`src/rtl/memory_bus_arbiter_if.sv`:
```
// rtl/memory_bus_arbiter_if.sv - core request ports and virtual memory bus shared by the arbiter
interface memory_bus_arbiter_if;
  logic        reqI;
  logic [31:0] addrI;
  logic [31:0] rdataI;
  logic        ackI;
  logic        reqD;
  logic [31:0] addrD;
  logic [31:0] wdataD;
  logic        weD;
  logic [31:0] rdataD;
  logic        ackD;
  logic [31:0] addressVirt;
  logic [31:0] dataInVirt;
  logic        wEnVirt;
  logic [31:0] dataOutVirt;
  logic [1:0]  grant;

  modport slave (
    input  reqI, addrI, reqD, addrD, wdataD, weD, dataOutVirt,
    output rdataI, ackI, rdataD, ackD, addressVirt, dataInVirt, wEnVirt, grant
  );

  modport master (
    output reqI, addrI, reqD, addrD, wdataD, weD, dataOutVirt,
    input  rdataI, ackI, rdataD, ackD, addressVirt, dataInVirt, wEnVirt, grant
  );
endinterface

```
`src/rtl/memory_bus_arbiter.sv`:
```
// rtl/memory_bus_arbiter.sv - two-port (fetch / load-store) arbiter for the virtual memory bus
// Define ARB_ROUND_ROBIN_EN for alternating tie priority; otherwise the data port wins ties.
module memory_bus_arbiter #(
  parameter int READ_LATENCY = 1
) (
  input logic                 clk,
  input logic                 rst,
  memory_bus_arbiter_if.slave bus
);

  typedef enum logic [1:0] {IDLE, ACCESS, ACK} state_t;

  localparam logic [1:0] LOAD_CNT = 2'(READ_LATENCY - 1);

  state_t     state;
  logic [1:0] cnt;
  logic       owner_d;
  logic       is_store;
  logic       pick_d;

`ifdef ARB_ROUND_ROBIN_EN
  logic last_d;

  // On a tie the port not served by the previous grant wins.
  always_comb begin
    pick_d = bus.reqD && (!bus.reqI || !last_d);
  end
`else
  always_comb begin
    pick_d = bus.reqD;
  end
`endif

  always_ff @(posedge clk or posedge rst) begin
    if (rst) begin
      state           <= IDLE;
      cnt             <= '0;
      owner_d         <= 1'b0;
      is_store        <= 1'b0;
      bus.rdataI      <= '0;
      bus.rdataD      <= '0;
      bus.ackI        <= 1'b0;
      bus.ackD        <= 1'b0;
      bus.addressVirt <= '0;
      bus.dataInVirt  <= '0;
      bus.wEnVirt     <= 1'b0;
      bus.grant       <= 2'b00;
`ifdef ARB_ROUND_ROBIN_EN
      last_d          <= 1'b0;
`endif
    end else begin
      case (state)
        IDLE: begin
          bus.ackI <= 1'b0;
          bus.ackD <= 1'b0;
          if (bus.reqI || bus.reqD) begin
            state   <= ACCESS;
            owner_d <= pick_d;
            cnt     <= LOAD_CNT;
`ifdef ARB_ROUND_ROBIN_EN
            last_d  <= pick_d;
`endif
            if (pick_d) begin
              bus.addressVirt <= bus.addrD;
              bus.dataInVirt  <= bus.weD ? bus.wdataD : 32'h0;
              bus.wEnVirt     <= bus.weD;
              is_store        <= bus.weD;
              bus.grant       <= 2'b10;
            end else begin
              bus.addressVirt <= bus.addrI;
              bus.dataInVirt  <= '0;
              bus.wEnVirt     <= 1'b0;
              is_store        <= 1'b0;
              bus.grant       <= 2'b01;
            end
          end
        end
        ACCESS: begin
          // Stores take one bus cycle; loads wait out the RAM read latency.
          if (is_store || cnt == 2'd0) begin
            if (!is_store) begin
              if (owner_d) bus.rdataD <= bus.dataOutVirt;
              else         bus.rdataI <= bus.dataOutVirt;
            end
            bus.ackD        <= owner_d;
            bus.ackI        <= !owner_d;
            bus.addressVirt <= '0;
            bus.dataInVirt  <= '0;
            bus.wEnVirt     <= 1'b0;
            bus.grant       <= 2'b00;
            is_store        <= 1'b0;
            state           <= ACK;
          end else begin
            cnt <= cnt - 2'd1;
          end
        end
        ACK: begin
          bus.ackI <= 1'b0;
          bus.ackD <= 1'b0;
          state    <= IDLE;
        end
        default: state <= IDLE;
      endcase
    end
  end

endmodule
```
`src/flat_wrapper.sv`:
```
// flat-port wrapper written by rule: the top's interface ports become plain ports
module memory_bus_arbiter_flat 
#(
  parameter int READ_LATENCY = 1
)
  (clk, rst, bus_reqI, bus_addrI, bus_reqD, bus_addrD, bus_wdataD, bus_weD, bus_dataOutVirt, bus_rdataI, bus_ackI, bus_rdataD, bus_ackD, bus_addressVirt, bus_dataInVirt, bus_wEnVirt, bus_grant);
  memory_bus_arbiter_if bus_i ();
  input logic clk;
  input logic rst;
  input wire logic [$bits(bus_i.reqI)-1:0] bus_reqI;
  input wire logic [$bits(bus_i.addrI)-1:0] bus_addrI;
  input wire logic [$bits(bus_i.reqD)-1:0] bus_reqD;
  input wire logic [$bits(bus_i.addrD)-1:0] bus_addrD;
  input wire logic [$bits(bus_i.wdataD)-1:0] bus_wdataD;
  input wire logic [$bits(bus_i.weD)-1:0] bus_weD;
  input wire logic [$bits(bus_i.dataOutVirt)-1:0] bus_dataOutVirt;
  output wire logic [$bits(bus_i.rdataI)-1:0] bus_rdataI;
  output wire logic [$bits(bus_i.ackI)-1:0] bus_ackI;
  output wire logic [$bits(bus_i.rdataD)-1:0] bus_rdataD;
  output wire logic [$bits(bus_i.ackD)-1:0] bus_ackD;
  output wire logic [$bits(bus_i.addressVirt)-1:0] bus_addressVirt;
  output wire logic [$bits(bus_i.dataInVirt)-1:0] bus_dataInVirt;
  output wire logic [$bits(bus_i.wEnVirt)-1:0] bus_wEnVirt;
  output wire logic [$bits(bus_i.grant)-1:0] bus_grant;
  assign bus_i.reqI = bus_reqI;
  assign bus_i.addrI = bus_addrI;
  assign bus_i.reqD = bus_reqD;
  assign bus_i.addrD = bus_addrD;
  assign bus_i.wdataD = bus_wdataD;
  assign bus_i.weD = bus_weD;
  assign bus_i.dataOutVirt = bus_dataOutVirt;
  assign bus_rdataI = bus_i.rdataI;
  assign bus_ackI = bus_i.ackI;
  assign bus_rdataD = bus_i.rdataD;
  assign bus_ackD = bus_i.ackD;
  assign bus_addressVirt = bus_i.addressVirt;
  assign bus_dataInVirt = bus_i.dataInVirt;
  assign bus_wEnVirt = bus_i.wEnVirt;
  assign bus_grant = bus_i.grant;
  memory_bus_arbiter #(.READ_LATENCY(READ_LATENCY)) u_core (.clk(clk), .rst(rst), .bus(bus_i));
endmodule
```
`config.mk`:
```
export PLATFORM = sky130hd
export DESIGN_NAME = memory_bus_arbiter_flat
export DESIGN_NICKNAME = d
export VERILOG_FILES = /design/src/rtl/memory_bus_arbiter_if.sv /design/src/rtl/memory_bus_arbiter.sv /design/src/flat_wrapper.sv
export SDC_FILE = /design/constraint.sdc
export NUM_CORES = 1
export LEC_CHECK = 0
export ABC_AREA = 1
export BUFFER_PORTS_ARGS = -buffer_cell sky130_fd_sc_hd__buf_2
export CORE_MARGIN = 3
export CORE_UTILIZATION = 52
export CTS_CLUSTER_DIAMETER = 80
export CTS_CLUSTER_SIZE = 28
export DETAILED_ROUTE_END_ITERATION = 7
export PLACE_DENSITY = 0.86
export SLEW_MARGIN = 20
export SYNTH_ARGS = -nofsm -noshare
export SYNTH_HDL_FRONTEND = slang
export SYNTH_SLANG_ARGS = --single-unit
```
`constraint.sdc`:
```
create_clock -name clk -period 10.6 [get_ports clk]
set_clock_uncertainty 0.2 [all_clocks]
set_input_delay 1.59 -clock clk [delete_from_list [all_inputs] [get_ports clk]]
set_output_delay 1.59 -clock clk [all_outputs]
set_load 0.1 [all_outputs]
```
==> summary.txt, run 1 <==
Placed design
  – Placed cells: 1154
  – Post-detail-place hpwl: 12100 um
  – Port bufs: 265
  – Area after detailed placement: 7570 sq um
  – Routability cong.: 0.827

Synth
  – Post-synth ARST share: 1.00
  – Post-Synth Adder-Cell Area: 0.00199
  – Yosys cell types: 16
  – Synth top cells by count: nand2_1 (344), nand3_1 (167), dfrtp_1 (138)
  – Synth Area in XOR/XNOR: 0
  – Top FF cell, synth: dfrtp_1
  – Synth warn: 0
  – Biggest area consumer among synthesized cells: dfrtp_1
  – Compound-Gate Fraction of Synth Area: 0.0255
  – Most frequent cell after synthesis: nand2_1
  – Top cells by area, synth: dfrtp_1 (55%), nand2_1 (21%), nand3_1 (13%)
  – Number of flops mapped to enable cells by yosys: 0
  – #FFs+latches synth: 138
  – Gate Count Post-Synth: 797
  – Synthesized net count: 931
  – Top-area cell type share of the netlist area: 0.549
  – Synthesized cell area: 6290 sq um
  – Seq/Total Area, Yosys: 0.549
  – Mux cell area share after synthesis: 0
  – Largest family of logic cells by synthesized area: simple AND/OR/NAND/NOR gates
  – Synth Area in Simple Gates: 0.368
  – Syn Area/Cell: 7.89 sq um

Drt
  – Post-DR vias/cell: 5.31
  – DR iter-0 viols: 601
  – Pre-Repair DR Iteration Count: 6
  – DR vias: 6299
  – # DRC: 0
  – Drt total wl: 18400 um
  – Avg WL per Cell: 15.5 um
  – DRT antenna net count: 0

Worst setup path
  – Worst path arrival time: 3700 ps
  – Crit path buf inv count: 4
  – CP Class: input pin to flop
  – Slowest CP cell: buf_4
  – CP Launch Type: input pin
  – Critical-path cell list: buf_2, buf_4, inv_2, nand2_1, nand2_2, nand2_2, buf_4, nand2_1, nand2_1
  – Worst Path Required: 10730 ps
  – Crit-path max cell delay: 530 ps
  – Critical path fanouts, max: 67
  – Top delay family on crit path: buffers and inverters
  – CP dominant cell by count: nand2_1
  – Crit end category: flop

Global route
  – Initial antenna violation count: 0
  – Grt total ovfl: 0
  – First-pass GRT wire length: 29000 um
  – Largest net degree at the start of global routing: 74
  – GRT Overall Usage: 0.270
  – Vias in the first global route: 6074

Finish
  – Sequential cell area: 3450 sq um
  – Nets: 1164
  – Finished Layout Cells: 1186
  – P&R area growth vs syn: 30.2%
  – Post-route cell area: 8190 sq um
  – Antenna cells: 0
  – Fill cells: 934
  – Multi-input gate area: 2500 sq um
  – Core Util, Final: 0.705
  – Fraction of layout cells with a size suffix above 1: 0.307

Min path
  – Hold Path Class: flop to flop

Run
  – Max cap viols: 0

Clocking
  – Post-CTS sizing: 0
  – CTS clock-pin slew for the worst setup and hold paths: 60 ps
  – CTS tree: yes
  – TritonCTS Buffers: 17
  – Root buf cell: clkbuf_16
  – H-tree depth: 4
  – Setup Buffers After CTS: 0
  – Clk sink count: 138
  – Clock Path Buffers: 2
  – Clock Latency Late Sink: 400 ps
  – Hold_buf cts: 0

STA
  – Endpoints failing setup: 0
  – Worst-Margin Slew: 848 ps
  – RSZ-0062 raised after global routing: false
  – Fmax: 280 MHz
  – Period utilisation layout: 0.336
  – Fin crit period: 3570 ps
  – Max Slew Vio Count: 0
  – Normalized max-slew margin: 0.433
  – Final hold vios: 0
  – Setup TNS Final: 0 ps

Floorplanning
  – Io pins: 266
  – Chip Height: 116 um
  – # rows: 39
  – CORE AREA: 11600 sq um
  – Initial Utilization: 0.541
  – Die Span X: 116 um
  – Full die area: 13400 sq um

Run status
  – Status: completed
[flip-flops by register name, indices dropped and copies added, names as in the netlist]
name                    cells
u_core.bus.ackD             1
u_core.bus.ackI             1
u_core.bus.addressVirt     32
u_core.bus.dataInVirt      32
u_core.bus.grant            2
u_core.bus.rdataD          32
u_core.bus.rdataI          32
u_core.cnt                  2
u_core.is_store             1
u_core.owner_d              1
u_core.state                2
[worst reg2reg max path, delay by kind of cell, from the launching register on]
family / cells / cell delay [ps]
DFF: 1 / 370
buffers and inverters: 1 / 80
and+or+nand+nor: 5 / 1730
adders and majority gates: 1 / 160
[worst paths after layout]
check                                     start                         to  slack [ps]  cells past startpoint
setup / recovery                       bus_reqD   u_core.bus.dataInVirt[5]        7030                      9
hold / removal             u_core.bus.rdataI[7]       u_core.bus.rdataI[7]         260                      2
setup reg to reg                  u_core.cnt[0]      u_core.bus.rdataI[27]        7960                      7
hold reg to reg            u_core.bus.rdataI[7]       u_core.bus.rdataI[7]         260                      2
max in group asynchronous                   rst  u_core.bus.dataInVirt[21]        7840                      3
min in group asynchronous                   rst  u_core.bus.dataInVirt[16]        1060                      2
[placed cells by master (no fill, tap or decap)]
cell	instances
nand2_2	5
nand2_1	341
nor2_2	3
dfrtp_1	138
bufinv_16	3
clkbuf_16	17
inv_1	8
nand3_1	167
nand4_1	1
a21oi_1	32
nor2_1	35
clkinvlp_4	3
clkinv_4	1
ha_1	1
inv_8	1
inv_6	6
buf_2	265
buf_4	9
nor2_4	2
clkinv_2	2
inv_2	3
[final cells by class]
class                   instances  area share
clock buffers                  17      0.0520
clock inverters                15      0.0228
inverters                      12     0.00611
multi-input cells             587       0.305
flip-flops and latches        138       0.422
well taps                     143      0.0219
repair buffers                274       0.170
[routing by layer]
metal  share of wire  vias up  track usage
met1            0.40     2947        0.350
met2            0.50      303        0.449
met4           0.019        0       0.0928
met5               0        -            0
li1                -     3017            -
met3           0.078       32       0.0621
[stage by stage]
step           worst slack, ps  hold slack, ps
2_1_floorplan             5110             271
3_3_place_gp              6710             247
3_5_place_dp              6660             253
4_1_cts                   7080             268
5_1_grt                   6870             277
6_report                  7030             263
[cell families (layout without fill, tap and decap cells)]
family                   count (synthesis)  in the layout
adder cells (fa/ha/maj)                  1              1
buffers and inverters                   72            318
AND/OR/NAND/NOR                        554            554
AO/OA/AOI/OAI                           32             32
flip-flops                             138            138
Power of run 1 is left out: the tool's default activity adds up to more than one toggle a clock period on the data nets, which glitch-free logic cannot reach.
==> run 2: changes to the inputs <==
- CORE_UTILIZATION: 52 -> 43
- PLACE_DENSITY: 0.86 -> 0.76
- clock period: 10.6 -> 3.1 ns (I/O delays scaled with it)
==> run 2 against run 1 <==
Register-to-register slack worse by 7200 ps. Highest routed layer unchanged. Cell count up 3.5%. Core utilization down 12 points. Via count down 1.7%. Wire length up 0.48%. Global-route usage down 3.9 points.
==> summary.txt, run 2 (synthesized netlist as in run 1, its figures left out) <==
Run status
  – Status: completed

Placed design
  – Routability cong.: 0.849 (+2.6%)
  – Dpl ws: 796 ps (-5860 ps)
  – Port bufs: 265 (unchanged)
  – Post-detail-place hpwl: 12400 um (+2.5%)

Finish
  – P&R area growth vs syn: 31.0%
  – Antenna cells: 0 (unchanged)
  – Most frequent cells in the layout: nand2_1 (343), buf_2 (265), nand3_1 (167), dfrtp_1 (138), nor2_1 (35)
  – Most common cell after layout, fill and taps aside: nand2_1
  – Nets: 1169 (+0.43%)
  – Sequential cell area: 3450 sq um (unchanged)
  – Fill cells: 1314 (+41%)
  – Multi-input gate area: 2490 sq um (-0.20%)
  – Fraction of layout cells with a size suffix above 1: 0.308 (+0.00140)

Floorplanning
  – Full die area: 16100 sq um (+20%)
  – Initial Utilization: 0.446 (-0.0953)
  – # rows: 43 (+10%)
  – CORE AREA: 14100 sq um (+21%)
  – Chip Height: 127 um (+9.5%)
  – Die Span X: 127 um (+9.5%)
  – Io pins: 266 (unchanged)

Worst setup path
  – Crit end category: flop
  – Worst Path Required: 3250 ps (-7480 ps)
  – CP Class: flop to flop
  – R2R Path Start: u_core.cnt[0]
  – CP Launch Type: flop
  – R2r worst-path depth: 9 (+2)
  – Critical path fanouts, max: 33 (-51%)
  – Worst path arrival time: 2460 ps (-1240 ps)
  – Worst r2r dst: u_core.bus.rdataD[16]
  – Reg2reg setup slack: 800 ps (-7160 ps)
  – Worst Setup SP: u_core.cnt[0]

STA
  – RSZ-0062 raised after global routing: false
  – Worst Setup Slack, final: 795 ps (-6240 ps)
  – Endpoints failing setup: 0 (unchanged)
  – Setup TNS Final: 0 ps (unchanged)
  – Period utilisation layout: 0.743
  – Normalized max-slew margin: 0.454 (+0.0201)
  – Fin crit period: 2300 ps
  – Worst-Margin Slew: 818 ps (-30.1 ps)
  – Final hold vios: 0 (unchanged)
  – Max Slew Vio Count: 0 (unchanged)
  – Fmax: 434 MHz

Drt
  – Avg WL per Cell: 15.0 um (-3.0%)
  – DR iter-0 viols: 459 (-24%)
  – DRT antenna net count: 0 (unchanged)
  – Drt total wl: 18500 um (+0.48%)
  – # DRC: 0 (unchanged)
  – Post-DR vias/cell: 5.04 (-5.0%)
  – Pre-Repair DR Iteration Count: 7 (+1)
  – DR vias: 6193 (-1.7%)

Clocking
  – Clk sink count: 138 (unchanged)
  – Setup Buffers After CTS: 0 (unchanged)
  – TritonCTS Buffers: 17 (unchanged)
  – Hold_buf cts: 0 (unchanged)
  – Clock Path Buffers: 2 (unchanged)
  – Root buf cell: clkbuf_16
  – CTS tree: yes
  – H-tree depth: 4 (unchanged)
  – Post-CTS sizing: 0 (unchanged)
  – Clock Latency Late Sink: 410 ps (about the same)
  – CTS clock-pin slew for the worst setup and hold paths: 60 ps (about the same)

Min path
  – Hold Path Class: input pin to async pin

Global route
  – Grt total ovfl: 0 (unchanged)
  – Initial antenna violation count: 0 (unchanged)
  – GRT Overall Usage: 0.231 (-0.0390)
  – Largest net degree at the start of global routing: 139 (+88%)
  – Vias in the first global route: 5946 (-2.1%)
  – First-pass GRT wire length: 30200 um (+4.1%)

Run
  – Max cap viols: 0 (unchanged)
## run 2: cell count changes in the layout (fill, tap and decap cells not counted), sizes merged
cell / before / now
clkbuf: 17 / 18
bufinv: 3 / 1
clkinv: 3 / 6
clkinvlp: 3 / 6
buf: 274 / 279
inv: 18 / 13
## run 2: area by class of cell
| type | instances | share of cell area |
|---|---|---|
| inverters | 12 | 0.00592 |
| well taps | 180 | 0.0273 |
| clock inverters | 14 | 0.0149 |
| multi-input cells | 587 | 0.303 |
| flip-flops and latches | 138 | 0.419 |
| repair buffers | 279 | 0.177 |
| clock buffers | 18 | 0.0533 |
## run 2: per-layer routing
layer,GRT usage,vias to the layer above,wire length [um]
met3,0.0758,26,1700
li1,-,3023,-
met2,0.361,276,8820
met4,0.0662,0,338
met5,0,-,0
met1,0.309,2868,7630
## run 2: worst max-delay path: stages (launching register included)
cell and delay (ps):
dfrtp_1 350, inv_1 60, ha_1 210, nor2_1 290, nor2_2 50, buf_4 240, nand2_1 360, buf_4 310
nand2_1 80, nand2_1 70
## run 2: stage by stage
| stage | hold WS [ps] | instances | cell area [sq um] | util |
|---|---|---|---|---|
| after floorplan | 271 | 797 | 6290 | - |
| after global placement | 250 | 1196 | 7680 | 0.545 |
| after detailed placement | 253 | 1196 | 7680 | 0.545 |
| after CTS | 80.3 | 1228 | 8240 | 0.585 |
| after global routing | 83.0 | 1228 | 8240 | 0.585 |
| final | 51.2 | 1228 | 8240 | 0.585 |
## run 2: how the worst max path moves through the flow
stage / to / slack [ps] / depth (start not counted)
floorplan: u_core.bus.ackD / 710 / 1
global placement: u_core.bus.rdataD[22] / 900 / 9
detailed placement: u_core.bus.rdataD[25] / 800 / 9
CTS: u_core.bus.rdataD[16] / 790 / 9
global route: u_core.bus.rdataD[11] / 570 / 9
finish: u_core.bus.rdataD[16] / 800 / 9
Power of run 2 is left out for the same reason.
==> run 3: changes to the inputs <==
- clock period: 3.1 -> 2 ns (I/O delays scaled with it)
==> run 3 against run 2 <==
Wire length is 5.2% higher. Critical endpoint is now bus_wEnVirt. Non-clock buffer count is 49 higher. Cell count is 4.0% higher. First-iteration DRC count is 6.1% lower. Final area is 7.7% higher.
==> summary.txt, run 3 (synthesized netlist as in run 1, its figures left out) <==
Run status
  – Status: completed

Worst setup path
  – Top delay family on crit path: buffers and inverters
  – CP Class: flop to output pin
  – Critical path fanouts, max: 6 (-82%)
  – Worst Path Required: 1500 ps (-1750 ps)
  – Critical-path cell list: buf_2
  – Crit end category: output pin
  – Worst path arrival time: 1420 ps (-1040 ps)
  – Slowest CP cell: buf_2
  – Crit path buf inv count: 1 (-2)
  – CP Launch Type: flop
  – Crit-path max cell delay: 510 ps (+150 ps)

Global route
  – Grt total ovfl: 0 (unchanged)
  – Largest net degree at the start of global routing: 67 (-52%)
  – Initial antenna violation count: 0 (unchanged)
  – GRT Overall Usage: 0.245 (+0.0143)
  – First-pass GRT wire length: 32200 um (+6.3%)
  – Vias in the first global route: 6374 (+7.2%)

Clocking
  – Post-CTS sizing: 0 (unchanged)
  – TritonCTS Buffers: 17 (unchanged)
  – CTS tree: yes
  – Clock Latency Late Sink: 410 ps (about the same)
  – Root buf cell: clkbuf_16
  – CTS clock-pin slew for the worst setup and hold paths: 60 ps (about the same)
  – Clk sink count: 138 (unchanged)
  – H-tree depth: 4 (unchanged)
  – Clock Path Buffers: 2 (unchanged)

Placed design
  – Routability cong.: 0.840 (-1.1%)
  – Post-detail-place hpwl: 13100 um (+5.7%)
  – Placed cells: 1208 (+1.0%)
  – Port bufs: 265 (unchanged)

Floorplanning
  – # rows: 43 (unchanged)
  – Die Span X: 127 um (unchanged)
  – CORE AREA: 14100 sq um (unchanged)
  – Chip Height: 127 um (unchanged)
  – Full die area: 16100 sq um (unchanged)
  – Initial Utilization: 0.446 (unchanged)
  – Io pins: 266 (unchanged)

Finish
  – Fraction of layout cells with a size suffix above 1: 0.304 (-0.00374)
  – Core Util, Final: 0.629 (+0.0449)
  – Most common cell after layout, fill and taps aside: nand2_1
  – Most frequent cells in the layout: nand2_1 (343), buf_2 (265), nand3_1 (167), dfrtp_1 (138), dlygate4sd3_1 (37)
  – Finished Layout Cells: 1277 (+4.0%)
  – P&R area growth vs syn: 41.1%
  – Nets: 1218 (+4.2%)
  – Antenna cells: 0 (unchanged)

STA
  – Normalized max-slew margin: 0.653 (+0.199)
  – Endpoints failing setup: 0 (unchanged)
  – Fmax: 520 MHz
  – Max Slew Vio Count: 0 (unchanged)
  – RSZ-0062 raised after global routing: false
  – Hold Slack: 16.7 ps (-34.5 ps)
  – Fin crit period: 1920 ps
  – Period utilisation layout: 0.962
  – Worst-Margin Slew: 521 ps (-297 ps)
  – Final hold vios: 0 (unchanged)

Drt
  – Avg WL per Cell: 15.2 um (+1.1%)
  – Pre-Repair DR Iteration Count: 5 (-2)
  – Drt total wl: 19400 um (+5.2%)
  – # DRC: 0 (unchanged)
  – DRT antenna net count: 0 (unchanged)
  – Post-DR vias/cell: 5.07 (+0.48%)
  – DR vias: 6471 (+4.5%)
  – DR iter-0 viols: 431 (-6.1%)

Min path
  – Hold Path Class: input pin to flop

Run
  – Max cap viols: 0 (unchanged)
run 3: through the flow:
step / worst slack, ps / setup TNS [ps] / cell area, sq um
floorplan: -221 / -40570 / 6290
global placement: 338 / 0 / 7830
detailed placement: 260 / 0 / 7830
CTS: 41.8 / 0 / 8870
global route: 6.41 / 0 / 8870
finish: 76.4 / 0 / 8870
run 3: final timing paths:
| check | slack, ps | startpoint | depth (start not counted) | to |
|---|---|---|---|---|
| hold / removal | 20 | bus_addrI[7] | 5 | u_core.bus.addressVirt[7] |
| min in group asynchronous | 190 | rst | 3 | u_core.bus.addressVirt[21] |
| hold reg to reg | 270 | u_core.bus.rdataD[16] | 2 | u_core.bus.rdataD[16] |
| setup / recovery | 80 | u_core.is_store | 1 | bus_wEnVirt |
| setup reg to reg | 250 | u_core.cnt[0] | 7 | u_core.bus.rdataI[19] |
| max in group asynchronous | 810 | rst | 4 | u_core.bus.rdataD[13] |
run 3: what timing repair did:
action / in CTS / in global routing
setup buffers: 0 / 0
setup endpoints to repair: 0 / 0
hold buffers: 37 / 0
endpoints found under the hold margin: 206 / 0
run 3: layout make-up:
class,count,area [sq um]
clock buffers,22,484
clock inverters,10,188
fillers,1222,5220
inverters,12,48.8
multi-input cells,587,2490
flip-flops and latches,138,3450
well taps,180,225
repair buffers,328,1980
run 3: routing by layer:
layer  up-vias  part of all wire  global-route usage
li1       3132                 -                   -
met1      2999              0.41               0.318
met2       307              0.48               0.402
met3        33             0.088              0.0695
met4         0             0.019              0.0732
met5         -                 0                   0
Power of run 3 is left out for the same reason.
